### config.mk
export PLATFORM = sky130hd
export DESIGN_NAME = button_conditioner
export DESIGN_NICKNAME = d
export VERILOG_FILES = /design/src/rtl/button_conditioner.sv
export SDC_FILE = /design/constraint.sdc
export NUM_CORES = 1
export LEC_CHECK = 0
export CAP_MARGIN = 10
export CELL_PAD_IN_SITES_DETAIL_PLACEMENT = 1
export CELL_PAD_IN_SITES_GLOBAL_PLACEMENT = 2
export CORE_MARGIN = 2
export CORE_UTILIZATION = 37
export DETAILED_ROUTE_END_ITERATION = 7
export GPL_TIMING_DRIVEN = 0
export PLACE_DENSITY_LB_ADDON = 0.1
export SYNTH_ARGS = -nofsm -noshare
export SYNTH_HDL_FRONTEND = slang
export SYNTH_SLANG_ARGS = --single-unit
### constraint.sdc
create_clock -name clk -period 2.8 [get_ports clk]
set_clock_uncertainty 0.2 [all_clocks]
set_input_delay 0.42 -clock clk [delete_from_list [all_inputs] [get_ports clk]]
set_output_delay 0.42 -clock clk [all_outputs]
set_load 0.005 [all_outputs]
### src/rtl/button_conditioner.sv
// button_conditioner
//
// Front-end for the coffee controller's push-buttons. There are two identical,
// independent channels: channel 0 is NEXT and channel 1 is SELECT. Each channel
// works in three steps:
//   1. A two-flop synchroniser (s1 -> s2) brings the raw pin into the clk domain.
//   2. A debouncer built around a consecutive-sample counter accepts a level
//      change only after DEBOUNCE_CYCLES stable mismatching samples of s2.
//   3. A registered single-cycle press pulse is raised on each debounced 0 -> 1.
//
// Optional feature, selected by the macro NEXT_AUTOREPEAT_EN:
//   Holding NEXT produces repeat pulses. The first repeat comes REPEAT_DELAY
//   cycles after the press pulse, and later ones follow every REPEAT_PERIOD
//   cycles. SELECT never repeats. When the macro is not defined there is exactly
//   one pulse per press, and the REPEAT_* parameters are ignored.
//
// Parameters:
//   DEBOUNCE_CYCLES  stable s2 samples needed to accept a change (>= 1)
//   REPEAT_DELAY     press pulse to first repeat pulse, in cycles (>= 1)
//   REPEAT_PERIOD    spacing of later repeat pulses, in cycles (>= 1)
//
// Ports:
//   clk            system clock (the only clock)
//   reset          synchronous, active-high reset
//   next_raw       raw NEXT pin (asynchronous, bouncing, active-high)
//   select_raw     raw SELECT pin (asynchronous, bouncing, active-high)
//   next_button    one-cycle NEXT press pulse
//   select_button  one-cycle SELECT press pulse
//   next_level     debounced NEXT level
//   select_level   debounced SELECT level

module button_conditioner #(
  parameter int DEBOUNCE_CYCLES = 1_000_000,
  parameter int REPEAT_DELAY    = 50_000_000,
  parameter int REPEAT_PERIOD   = 20_000_000
) (
  input  logic clk,
  input  logic reset,
  input  logic next_raw,
  input  logic select_raw,
  output logic next_button,
  output logic select_button,
  output logic next_level,
  output logic select_level
);

  localparam int CW = $clog2(DEBOUNCE_CYCLES + 1);
  localparam logic [CW-1:0] CNT_LAST = CW'(DEBOUNCE_CYCLES - 1);

  // The debounced level is encoded in the state itself: PRESSED and
  // CONFIRM_RELEASE mean level 1. The CONFIRM_* states are the cycles in which
  // the counter is running.
  typedef enum logic [1:0] {
    IDLE            = 2'd0,
    CONFIRM_PRESS   = 2'd1,
    PRESSED         = 2'd2,
    CONFIRM_RELEASE = 2'd3
  } state_t;

  logic [1:0] raw;
  logic [1:0] level;
  logic [1:0] press;
  logic [1:0] pulse_d;
  logic [1:0] pulse;

`ifdef NEXT_AUTOREPEAT_EN
  logic next_lvl_nx;
`endif

  assign raw = {select_raw, next_raw};

  for (genvar i = 0; i < 2; i++) begin : g_ch
    logic          s1;
    logic          s2;
    logic [CW-1:0] cnt;
    logic [CW-1:0] cnt_next;
    state_t        state;
    state_t        state_next;
    logic          done;
    logic          press_ch;

    always_ff @(posedge clk) begin
      if (reset) begin
        s1    <= 1'b0;
        s2    <= 1'b0;
        state <= IDLE;
        cnt   <= '0;
      end else begin
        s1    <= raw[i];
        s2    <= s1;
        state <= state_next;
        cnt   <= cnt_next;
      end
    end

    // 'done' means this is the DEBOUNCE_CYCLES-th consecutive mismatching
    // sample. The counter clears whenever s2 agrees with the level, so it can
    // never run past CNT_LAST.
    assign done = (cnt == CNT_LAST);

    always_comb begin
      state_next = state;
      cnt_next   = '0;
      press_ch   = 1'b0;
      unique case (state)
        IDLE: begin
          if (s2) begin
            if (done) begin
              state_next = PRESSED;
              press_ch   = 1'b1;
            end else begin
              state_next = CONFIRM_PRESS;
              cnt_next   = cnt + CW'(1);
            end
          end
        end
        CONFIRM_PRESS: begin
          if (!s2) begin
            state_next = IDLE;
          end else if (done) begin
            state_next = PRESSED;
            press_ch   = 1'b1;
          end else begin
            cnt_next = cnt + CW'(1);
          end
        end
        PRESSED: begin
          if (!s2) begin
            if (done) begin
              state_next = IDLE;
            end else begin
              state_next = CONFIRM_RELEASE;
              cnt_next   = cnt + CW'(1);
            end
          end
        end
        CONFIRM_RELEASE: begin
          if (s2) begin
            state_next = PRESSED;
          end else if (done) begin
            state_next = IDLE;
          end else begin
            cnt_next = cnt + CW'(1);
          end
        end
        default: state_next = IDLE;
      endcase
    end

    assign level[i] = (state == PRESSED) || (state == CONFIRM_RELEASE);
    assign press[i] = press_ch;

`ifdef NEXT_AUTOREPEAT_EN
    if (i == 0) begin : g_nx
      // This is the level that will hold after the coming edge. It lets the
      // repeat logic suppress a pulse on the same edge on which the level falls.
      assign next_lvl_nx = (state_next == PRESSED) || (state_next == CONFIRM_RELEASE);
    end
`endif
  end

`ifdef NEXT_AUTOREPEAT_EN
  localparam int RMAX = (REPEAT_DELAY > REPEAT_PERIOD) ? REPEAT_DELAY : REPEAT_PERIOD;
  localparam int RW   = $clog2(RMAX + 1);

  logic [RW-1:0] rcnt;
  logic          rep_fire;

  // This is a down-counter. It is loaded on the press edge and fires when it
  // reaches zero, then reloads with the period. When the press pulse is at edge
  // P, the first fire is at edge P+REPEAT_DELAY.
  assign rep_fire = level[0] & next_lvl_nx & (rcnt == '0);

  always_ff @(posedge clk) begin
    if (reset) begin
      rcnt <= '0;
    end else if (!next_lvl_nx) begin
      rcnt <= '0;
    end else if (press[0]) begin
      rcnt <= RW'(REPEAT_DELAY - 1);
    end else if (rcnt == '0) begin
      rcnt <= RW'(REPEAT_PERIOD - 1);
    end else begin
      rcnt <= rcnt - RW'(1);
    end
  end

  assign pulse_d = {press[1], press[0] | rep_fire};
`else
  assign pulse_d = press;
`endif

  // The press pulses are registered. They are set on the same edge on which the
  // level rises.
  always_ff @(posedge clk) begin
    if (reset) begin
      pulse <= 2'b00;
    end else begin
      pulse <= pulse_d;
    end
  end

  assign next_button   = pulse[0];
  assign select_button = pulse[1];
  assign next_level    = level[0];
  assign select_level  = level[1];

endmodule

======== Yosys cells after proc, flatten, opt, wreduce, memory -nomap -nowiden ========
Index checks and enable logic that the tools add are counted.
storage, ports and cells
  output and inout port bits .............. 4
  word-level logic and storage cells ...... 72
  flip-flop bits (word level) ............. 50
  input port bits ......................... 4
cells by class
  bitwise logic cells ..................... 4
  add/subtract/negate cells ............... 2
  reduce and logical (&&, ||, !) cells .... 12
  equality and inequality tests ........... 16
  mux-type cells .......................... 28
operators with widths
  cell                     number
  $mux W20                 6
  $pmux W20 S2             2
  $add A20 B1 Y20 const B  2
  $eq A20 B20 Y1 const B   2
  $mux W2                  16
  $pmux W2 S4              2
  $ne A3 B3 Y1 const B     4
  $eq A2 B2 Y1 const B     4
  $ne A2 B2 Y1 const B     4
  $reduce_and A4 Y1        2
  $reduce_or A2 Y1         4
  $reduce_or A3 Y1         2
  $eq A2 B1 Y1 const B     2
  $logic_not A2 Y1         2
  $not A1 Y1               4
  $logic_or A1 B1 Y1       2
  $mux W1                  2

======== Longest topological paths before layout ========
Gate-level depths: netlist of the first run.
  word-level depth ........................ 4
  gate-level depth with buffers ........... 6
  gate-level depth less buffers ........... 5

======== Worst setup path after synthesis of the first run ========
Ideal clock, no wire load.
  path kind ............................... flip-flop to flip-flop
  start ................................... reg g_ch[0].cnt[0]
  end ..................................... reg g_ch[0].cnt[18]
  library setup time ...................... 0.066 ns
  clock period less this slack ............ 2.151 ns
  data arrival time ....................... 1.885 ns
  stages on the path, launching flop included .. 7
  required time ........................... 2.534 ns
  path buffers ............................ 1
  slack ................................... 0.649 ns
  cell sequence ........................... dfxtp_1 -> ha_1 -> nand2_1 -> or4_1 -> buf_2 -> or4_4 -> a21oi_2
on the way
  longest elaborated chain between the ends .. 4
  elaborated cells on any way between the ends .. 6
  classes of those cells .................. add/sub (1); eq/ne (1); mux (4)
ends and longest elaborated chain
  element                                                   line      source
  start: declaration                                        75        logic [CW-1:0] cnt;
  start signal: assignment                                  92        cnt <= cnt_next;
  $add A20 B1 Y20 / $eq A20 B20 Y1 (equally long branches)  -
  $mux W20 (*)                                              -
  $mux W20 (on tied branches)                               138, 118
  $pmux W20 S2 (*)                                          105       unique case (state)
Every way passes the cells marked *; elsewhere a longest branch is shown, timed or not.
A chain may end at the register's enable or synchronous reset.

======== Worst setup path in the final report of the first run ========
Same ends and word-level chain as after synthesis.

==> metrics.yaml, run 1 <==
async_flop_share: 0
fp.dieW_um: 79.84
grt.total_usage: 0.1514
outcome: "finished, final reports clean"
fin_crit_ns: 2.334
die_h_um: 79.84
multi_input_area_um2: 1051
ff2ff_setup_slack_ns: 0.47
critPathArrivalTime_ns: 2.38
dpl.hpwl_um: 3017
antenna_found_initial: 0
endpoint_kind: "register"
cts_tree: "yes"
worst_pin_slew_ns: 0.4375
netlist_instances: 242
fp.dieArea_um2: 6374
grt_pass1_wl_um: 7576
fillers: 678
gp_congestion: 0.7108
maxSlewViolCount: 0
clock_latency_ns: 0.30
rsz0062_at_grt: "no"
leakage_nw: 0.6556
synthesis.nets: 248
place_ws_ns: 0.4468
hold_depth: 1
postCtsSetupRepairBufs: 0
clock_sinks: 48
crit_fanout: 8
cts_max_level: 2
yosysTopAreaCell: "dfxtp_1"
wl_per_cell_um: 13.03
setup_tns_ns: 0
ir_drop_mv: 0.2581
seqCellArea_um2: 960.9
clockRootBuffer: "clkbuf_8"
vias: 1677
nets: 261
cap_violations: 0
r2r_start: "g_ch[0].cnt[0]"
setup_viol: 0
initial_core_util: 0.3841
via_per_inst: 5.113
critPathLaunchType: "register"
diodes: 0
hold_violations: 0
ys_ff_latch: 48
row_count: 27
final_layout_size_suffix_gt1_frac: 0.1172
fmax_mhz: 428.4
grt_max_degree: 15
final_core_utilization: 0.4282
total_power_mw: 1.138
power_density_nw_per_um2: 479.9
clock_path_buffers: 2
ys_seq_area_frac: 0.4515
final_common_cell: "dfxtp_1"
drcViolationCount: 0
cts_resized: 0
cts_buffers: 5
io-pin-count: 8
reg2regPathDepth: 6
min_from: "g_ch[1].s1"
antenna_left: 0
core-area_um2: 5540
setup_slack_ns: 0.4658
synthFlopType: "dfxtp_1"
first_pass_iters: 3
syn_area_um2: 2128
hp-class: "reg -> reg"
ctsHoldBuffers: 0
path_class: "reg -> reg"
yosysWarnings: 0
finalHoldWorstSlack_ns: 0.2413
wirelength_um: 4273
holdPathEnd: "g_ch[1].s2"
fin_crit_sh: 0.8336
r2r-end: "g_ch[0].cnt[18]"
area_growth_pct: 11.46
required_ns: 2.84
synth_edf_count: 0
grt_pass1_vias: 1696
port_buffers: 6
postSynthAreaPerCell_um2: 8.795
final_cell_mix: "48 x dfxtp_1, 30 x nor2_1, 16 x nand3_1, 16 x xnor2_1, 16 x a21oi_1"
clk_pin_slew_ns: 0.09
slew_headroom: 0.7059
drtIter0Drc: 44
yosysTopAreaCellShare: 0.4515
yosysUniqueCellTypes: 37
ys_top_cells_by_area: "dfxtp_1 45%, xnor2_1 6.6%, nor2_1 5.3%"
grt_overflow: 0
power by group:
| part | switching, mW | total [mW] | leakage (nW) | internal [mW] |
|---|---|---|---|---|
| sequential | 0.00213 | 0.688 | 0.387 | 0.685 |
| clock | 0.232 | 0.433 | 0.0445 | 0.201 |
| combinational | 0.00951 | 0.0177 | 0.224 | 0.00815 |
sequential cells by signal, indices dropped and copies added (netlist names):
| signal | cells |
|---|---|
| g_ch.s1 | 2 |
| g_ch.state | 2 |
| g_ch.s2 | 2 |
| g_ch.cnt | 40 |
| pulse | 2 |
kinds of logic after synthesis:
kind of cell,share of synthesized area
xor+xnor,0.09465
flops,0.4515
simple gates,0.2875
buf+inv,0.05467
fa+ha+maj,0.01176
compound gates,0.09994
per-stage QoR:
stage          std cells  instance area (µm²)
6_report             328                 2372
4_1_cts              328                 2372
5_1_grt              328                 2372
3_3_place_gp         320                 2278
3_5_place_dp         320                 2278
2_1_floorplan        242                 2128
layout make-up:
| type | count | share of cell area |
|---|---|---|
| clock inverter | 1 | 0.003165 |
| tap | 72 | 0.03797 |
| clock buffer | 7 | 0.03639 |
| buffer | 14 | 0.03165 |
| multi-input combinational | 169 | 0.4430 |
| timing repair buffer | 6 | 0.02532 |
| inverter | 11 | 0.01741 |
| sequential | 48 | 0.4051 |
cell usage after synthesis (4+ instances only):
library cell and n:
a21oi_1 16, buf_2 6, clkbuf_1 6, dfxtp_1 48, inv_1 11, nand2_1 11, nand3_1 16, nand4_1 7
nor2_1 30, nor2b_1 4, nor3_1 4, o21ai_0 11, o31ai_1 4, or3_1 9, or4_1 10, xnor2_1 16
xor2_1 7
critical path, stage by stage (launching register included):
cell     delay [ns]
dfxtp_1        0.40
ha_1           0.26
nand2_1        0.10
or4_1          0.52
buf_2          0.18
or4_4          0.48
a21oi_2        0.13
worst max-delay path by stage:
stage                   start         endpoint  depth (start not counted)
6_report       g_ch[0].cnt[0]  g_ch[0].cnt[18]                          6
3_3_place_gp   g_ch[0].cnt[0]  g_ch[0].cnt[18]                          6
4_1_cts        g_ch[0].cnt[0]  g_ch[0].cnt[18]                          6
3_5_place_dp   g_ch[0].cnt[0]  g_ch[0].cnt[18]                          6
5_1_grt        g_ch[0].cnt[0]  g_ch[0].cnt[18]                          6
2_1_floorplan  g_ch[0].cnt[0]  g_ch[0].cnt[18]                          6
metal layers:
layer  wire (µm)  track usage  vias to the layer above
met1        2056       0.1757                      799
met2        2096       0.2731                        6
met3          60      0.02715                        5
li1            -            -                      867
met4          60      0.06102                        0
met5           0            0                        -
(Power assumes the default switching activity.)
==> inputs of run 2 (changes only) <==
Settings changed: CORE_UTILIZATION 37 to 33.
Clock period 2.8 ns to 1.95 ns, I/O delays scaled along.
==> metrics.yaml, run 2 (synthesis gave the netlist of run 1 again) <==
outcome: "finished, violations left"
violations: "setup timing"
setup_viol: 44
diodes: 0
gp_congestion: 0.7133
largest_register_ff_count: 40
fin_crit_sh: 1.052
stdcell_area_um2: 2935
final_layout_size_suffix_gt1_frac: 0.4561
grt_pass1_wl_um: 9273
nets: 290
port_buffers: 6
critPathLaunchType: "register"
worst_pin_slew_ns: 0.6052
die_h_um: 84.31
drcViolationCount: 0
slowest_stage: "or4_4"
via_per_inst: 5.025
crit_fanout: 5
wirelength_um: 5394
cts_buffers: 5
maxSlewViolCount: 0
path_class: "reg -> reg"
placed_area_um2: 2341
clockRootBuffer: "clkbuf_8"
wl_per_cell_um: 14.90
first_pass_iters: 4
worstSetupStartpoint: "g_ch[1].cnt[13]"
power_density_nw_per_um2: 555.4
clock_path_buffers: 2
dpl.hpwl_um: 3306
fin_cells: 362
fp.dieArea_um2: 7107
clock_latency_ns: 0.31
cts_tree: "yes"
endpoint_kind: "register"
row_count: 29
crit_cells: 5
vias: 1819
dp_cells: 325
cp_cell_sequence: "or4_4 -> nor4_4 -> a311o_2 -> buf_6 -> a21oi_2"
top_layer: "met4"
initial_core_util: 0.3390
slew_headroom: 0.5965
ctsHoldBuffers: 0
cap_violations: 0
cts_max_level: 2
worst-path-buf-inv: 1
wl_met3_um: 96
total_power_mw: 1.630
grt_overflow: 0
final_cell_mix: "28 x buf_4, 23 x dfxtp_1, 17 x nor2_1"
core-area_um2: 6277
slowest_delay_ns: 0.52
hp-class: "reg -> reg"
antenna_left: 0
fmax_mhz: 487.4
grt_max_degree: 17
critPathArrivalTime_ns: 2.05
fin_crit_ns: 2.052
wl_met1_um: 2745
antenna_found_initial: 0
fillers: 717
leakage_nw: 0.8650
required_ns: 1.94
min_from: "g_ch[0].s1"
grt_pass1_vias: 1926
largest-register: "g_ch.cnt"
clock_sinks: 48
drtIter0Drc: 47
rsz0062_at_grt: "yes"
final_common_cell: "buf_4"
area_growth_pct: 37.92
grt.total_usage: 0.1599
io-pin-count: 8
cp_top_family: "simple AND/OR/NAND/NOR gates"
r2r_start: "g_ch[1].cnt[13]"
hold_depth: 1
fp.dieW_um: 84.31
clk_pin_slew_ns: 0.09
met2_length_um: 2509
reg2regPathDepth: 5
ir_drop_mv: 0.4244
hold_violations: 0
setup_slack_ns: -0.1015
run 2: changes by cell type in the layout (fill, tap and decap cells not counted), sizes merged:
cell	delta
buf	+30
clkbuf	-3
clkinv	+1
clkinvlp	+1
run 2: worst paths after layout:
kind,endpoint,slack [ns]
min reg2reg,g_ch[0].s2,0.25
min,g_ch[0].s2,0.25
max reg2reg,g_ch[1].cnt[18],-0.10
max,g_ch[1].cnt[18],-0.10
run 2: worst register-to-register path: stages (launching register included):
cell and delay, ns:
dfxtp_4 0.37, or4_4 0.52, nor4_4 0.34, a311o_2 0.32
buf_6 0.16, a21oi_2 0.04
run 2: power breakdown:
group	leakage (nW)	total, mW	switching, mW	internal, mW
combinational	0.421	0.0412	0.0208	0.0204
sequential	0.404	0.973	0.00347	0.969
clock	0.0404	0.616	0.362	0.255
run 2: layout make-up:
class	count	area, µm²	area share
inverter	11	41.29	0.01407
tap	77	96.34	0.03282
timing repair buffer	38	315.3	0.1074
multi-input combinational	169	1274	0.4339
clock inverter	3	23.77	0.008099
buffer	11	96.34	0.03282
clock buffer	5	68.82	0.02344
sequential	48	1020	0.3474
run 2: per-stage QoR:
step                      worst slack, ns  hold slack (ns)  utilization  TNS [ns]
after floorplan                  -0.01498           0.2138            -  -0.01498
after global placement            -0.1974           0.2148       0.3729    -7.673
after detailed placement          -0.2924           0.2285       0.3729    -8.120
after CTS                         -0.1150           0.2204       0.4467    -3.110
after global routing              -0.1673           0.2672       0.4676    -6.107
final                             -0.1015           0.2456       0.4676    -3.078
run 2: repair_timing:
item                       in CTS  in global routing
gates cloned                    3                  1
buffers inserted               22                  6
gates resized for setup        62                 32
pin swaps                      29                 14
setup endpoints to repair      43                 45
run 2: per-layer routing:
metal,vias to the layer above,global-route usage
met4,0,0.03079
met3,4,0.03835
met2,14,0.2612
met1,875,0.2170
met5,-,0
li1,926,-
==> inputs of run 3 (changes only) <==
--- a/constraint.sdc
+++ b/constraint.sdc
@@ -4,2 +4,2 @@
 set_output_delay 0.2925 -clock clk [all_outputs]
-set_load 0.005 [all_outputs]
+set_load 0.02 [all_outputs]
==> metrics.yaml, run 3 (synthesis gave the netlist of run 1 again) <==
hold_violations: 0
maxSlewViolCount: 0
die_h_um: 84.31
reg2regPathDepth: 5
clockRootBuffer: "clkbuf_8"
rsz0062_at_grt: "yes"
port_buffers: 6
multi_input_area_um2: 1274
fin_cells: 362
crit_fanout: 5
placed_area_um2: 2341
cts_tree: "yes"
diodes: 0
fp.dieW_um: 84.31
place_ws_ns: -0.2924
gp_congestion: 0.7133
fmax_mhz: 487.4
power_density_nw_per_um2: 554.3
seqCellArea_um2: 1021
clk_pin_slew_ns: 0.09
first_pass_iters: 4
antenna_left: 0
clock_sinks: 48
final_layout_size_suffix_gt1_frac: 0.4596
grt.total_usage: 0.1599
dp_cells: 325
core-area_um2: 6277
slew_headroom: 0.5967
grt_max_degree: 17
row_count: 29
fin_crit_sh: 1.052
final_common_cell: "buf_4"
initial_core_util: 0.3390
setup_tns_ns: -3.080
io-pin-count: 8
largest-register: "g_ch.cnt"
largest_register_ff_count: 40
cap_violations: 0
leakage_nw: 0.9030
critPathLaunchType: "register"
drcViolationCount: 0
min_from: "g_ch[0].s1"
clock_latency_ns: 0.31
hold_depth: 1
cts_max_level: 2
worst_pin_slew_ns: 0.6049
wirelength_um: 5394
final_core_utilization: 0.4686
area_growth_pct: 38.21
holdPathEnd: "g_ch[0].s2"
critPathArrivalTime_ns: 2.05
final_cell_mix: "28 x buf_4, 22 x dfxtp_1, 17 x nor2_1"
violations: "setup timing"
ff2ff_setup_slack_ns: -0.10
grt_pass1_wl_um: 9273
r2r_start: "g_ch[1].cnt[13]"
dpl.hpwl_um: 3306
setup_slack_ns: -0.1015
drtIter0Drc: 52
via_per_inst: 5.025
total_power_mw: 1.630
grt_pass1_vias: 1926
cts_buffers: 5
setup_viol: 44
required_ns: 1.94
path_class: "reg -> reg"
r2r-end: "g_ch[1].cnt[18]"
nets: 290
grt_overflow: 0
vias: 1819
endpoint_kind: "register"
stdcell_area_um2: 2942
fin_crit_ns: 2.052
outcome: "finished, violations left"
ir_drop_mv: 0.4150
fp.dieArea_um2: 7107
wl_per_cell_um: 14.90
antenna_found_initial: 0
fillers: 717
finalHoldWorstSlack_ns: 0.2456
clock_path_buffers: 2
hp-class: "reg -> reg"
==> run 3: cell type report <==
cell class | count | share of cell area
Multi-Input combinational cell | 169 | 0.4330
Clock buffer | 5 | 0.02339
Tap cell | 77 | 0.03275
Buffer | 11 | 0.03275
Clock inverter | 3 | 0.008082
Timing Repair Buffer | 38 | 0.1089
Inverter | 11 | 0.01404
Sequential cell | 48 | 0.3471
==> run 3: worst max path at each step <==
stage | cells after the start | to | slack, ns | startpoint
floorplan | 6 | g_ch[0].cnt[18] | -0.01 | g_ch[0].cnt[9]
detailed placement | 4 | pulse[0] | -0.29 | g_ch[0].cnt[11]
global route | 5 | g_ch[1].cnt[17] | -0.17 | g_ch[1].cnt[13]
global placement | 5 | g_ch[1].cnt[5] | -0.20 | g_ch[1].cnt[6]
finish | 5 | g_ch[1].cnt[18] | -0.10 | g_ch[1].cnt[13]
CTS | 5 | pulse[0] | -0.12 | g_ch[0].cnt[7]
==> run 3: per-layer routing <==
| layer | global-route usage | part of all wire | vias up |
|---|---|---|---|
| met2 | 0.2612 | 0.47 | 14 |
| li1 | - | - | 926 |
| met4 | 0.03079 | 0.0080 | 0 |
| met1 | 0.2170 | 0.51 | 875 |
| met3 | 0.03835 | 0.018 | 4 |
| met5 | 0 | 0 | - |
==> run 3: worst max-delay path, cell delays in order, from the launching register on <==
cell and delay [ns]:
dfxtp_4 0.37, or4_4 0.52, nor4_4 0.34, a311o_2 0.32, buf_6 0.16, a21oi_2 0.04
==> run 3: power by group <==
part / switching [mW] / internal (mW) / leakage [nW]
sequential: 0.00347 / 0.969 / 0.404
combinational: 0.0208 / 0.0204 / 0.459
clock: 0.362 / 0.255 / 0.0404
total: 0.386 / 1.24 / 0.903
==> run 3: what timing repair did <==
action	4_1_cts	5_1_grt
hold buffers	0	0
gates resized for setup	63	34
pin swaps	29	14
gates cloned	3	1
setup buffers	22	6
endpoints found under the setup margin	44	46
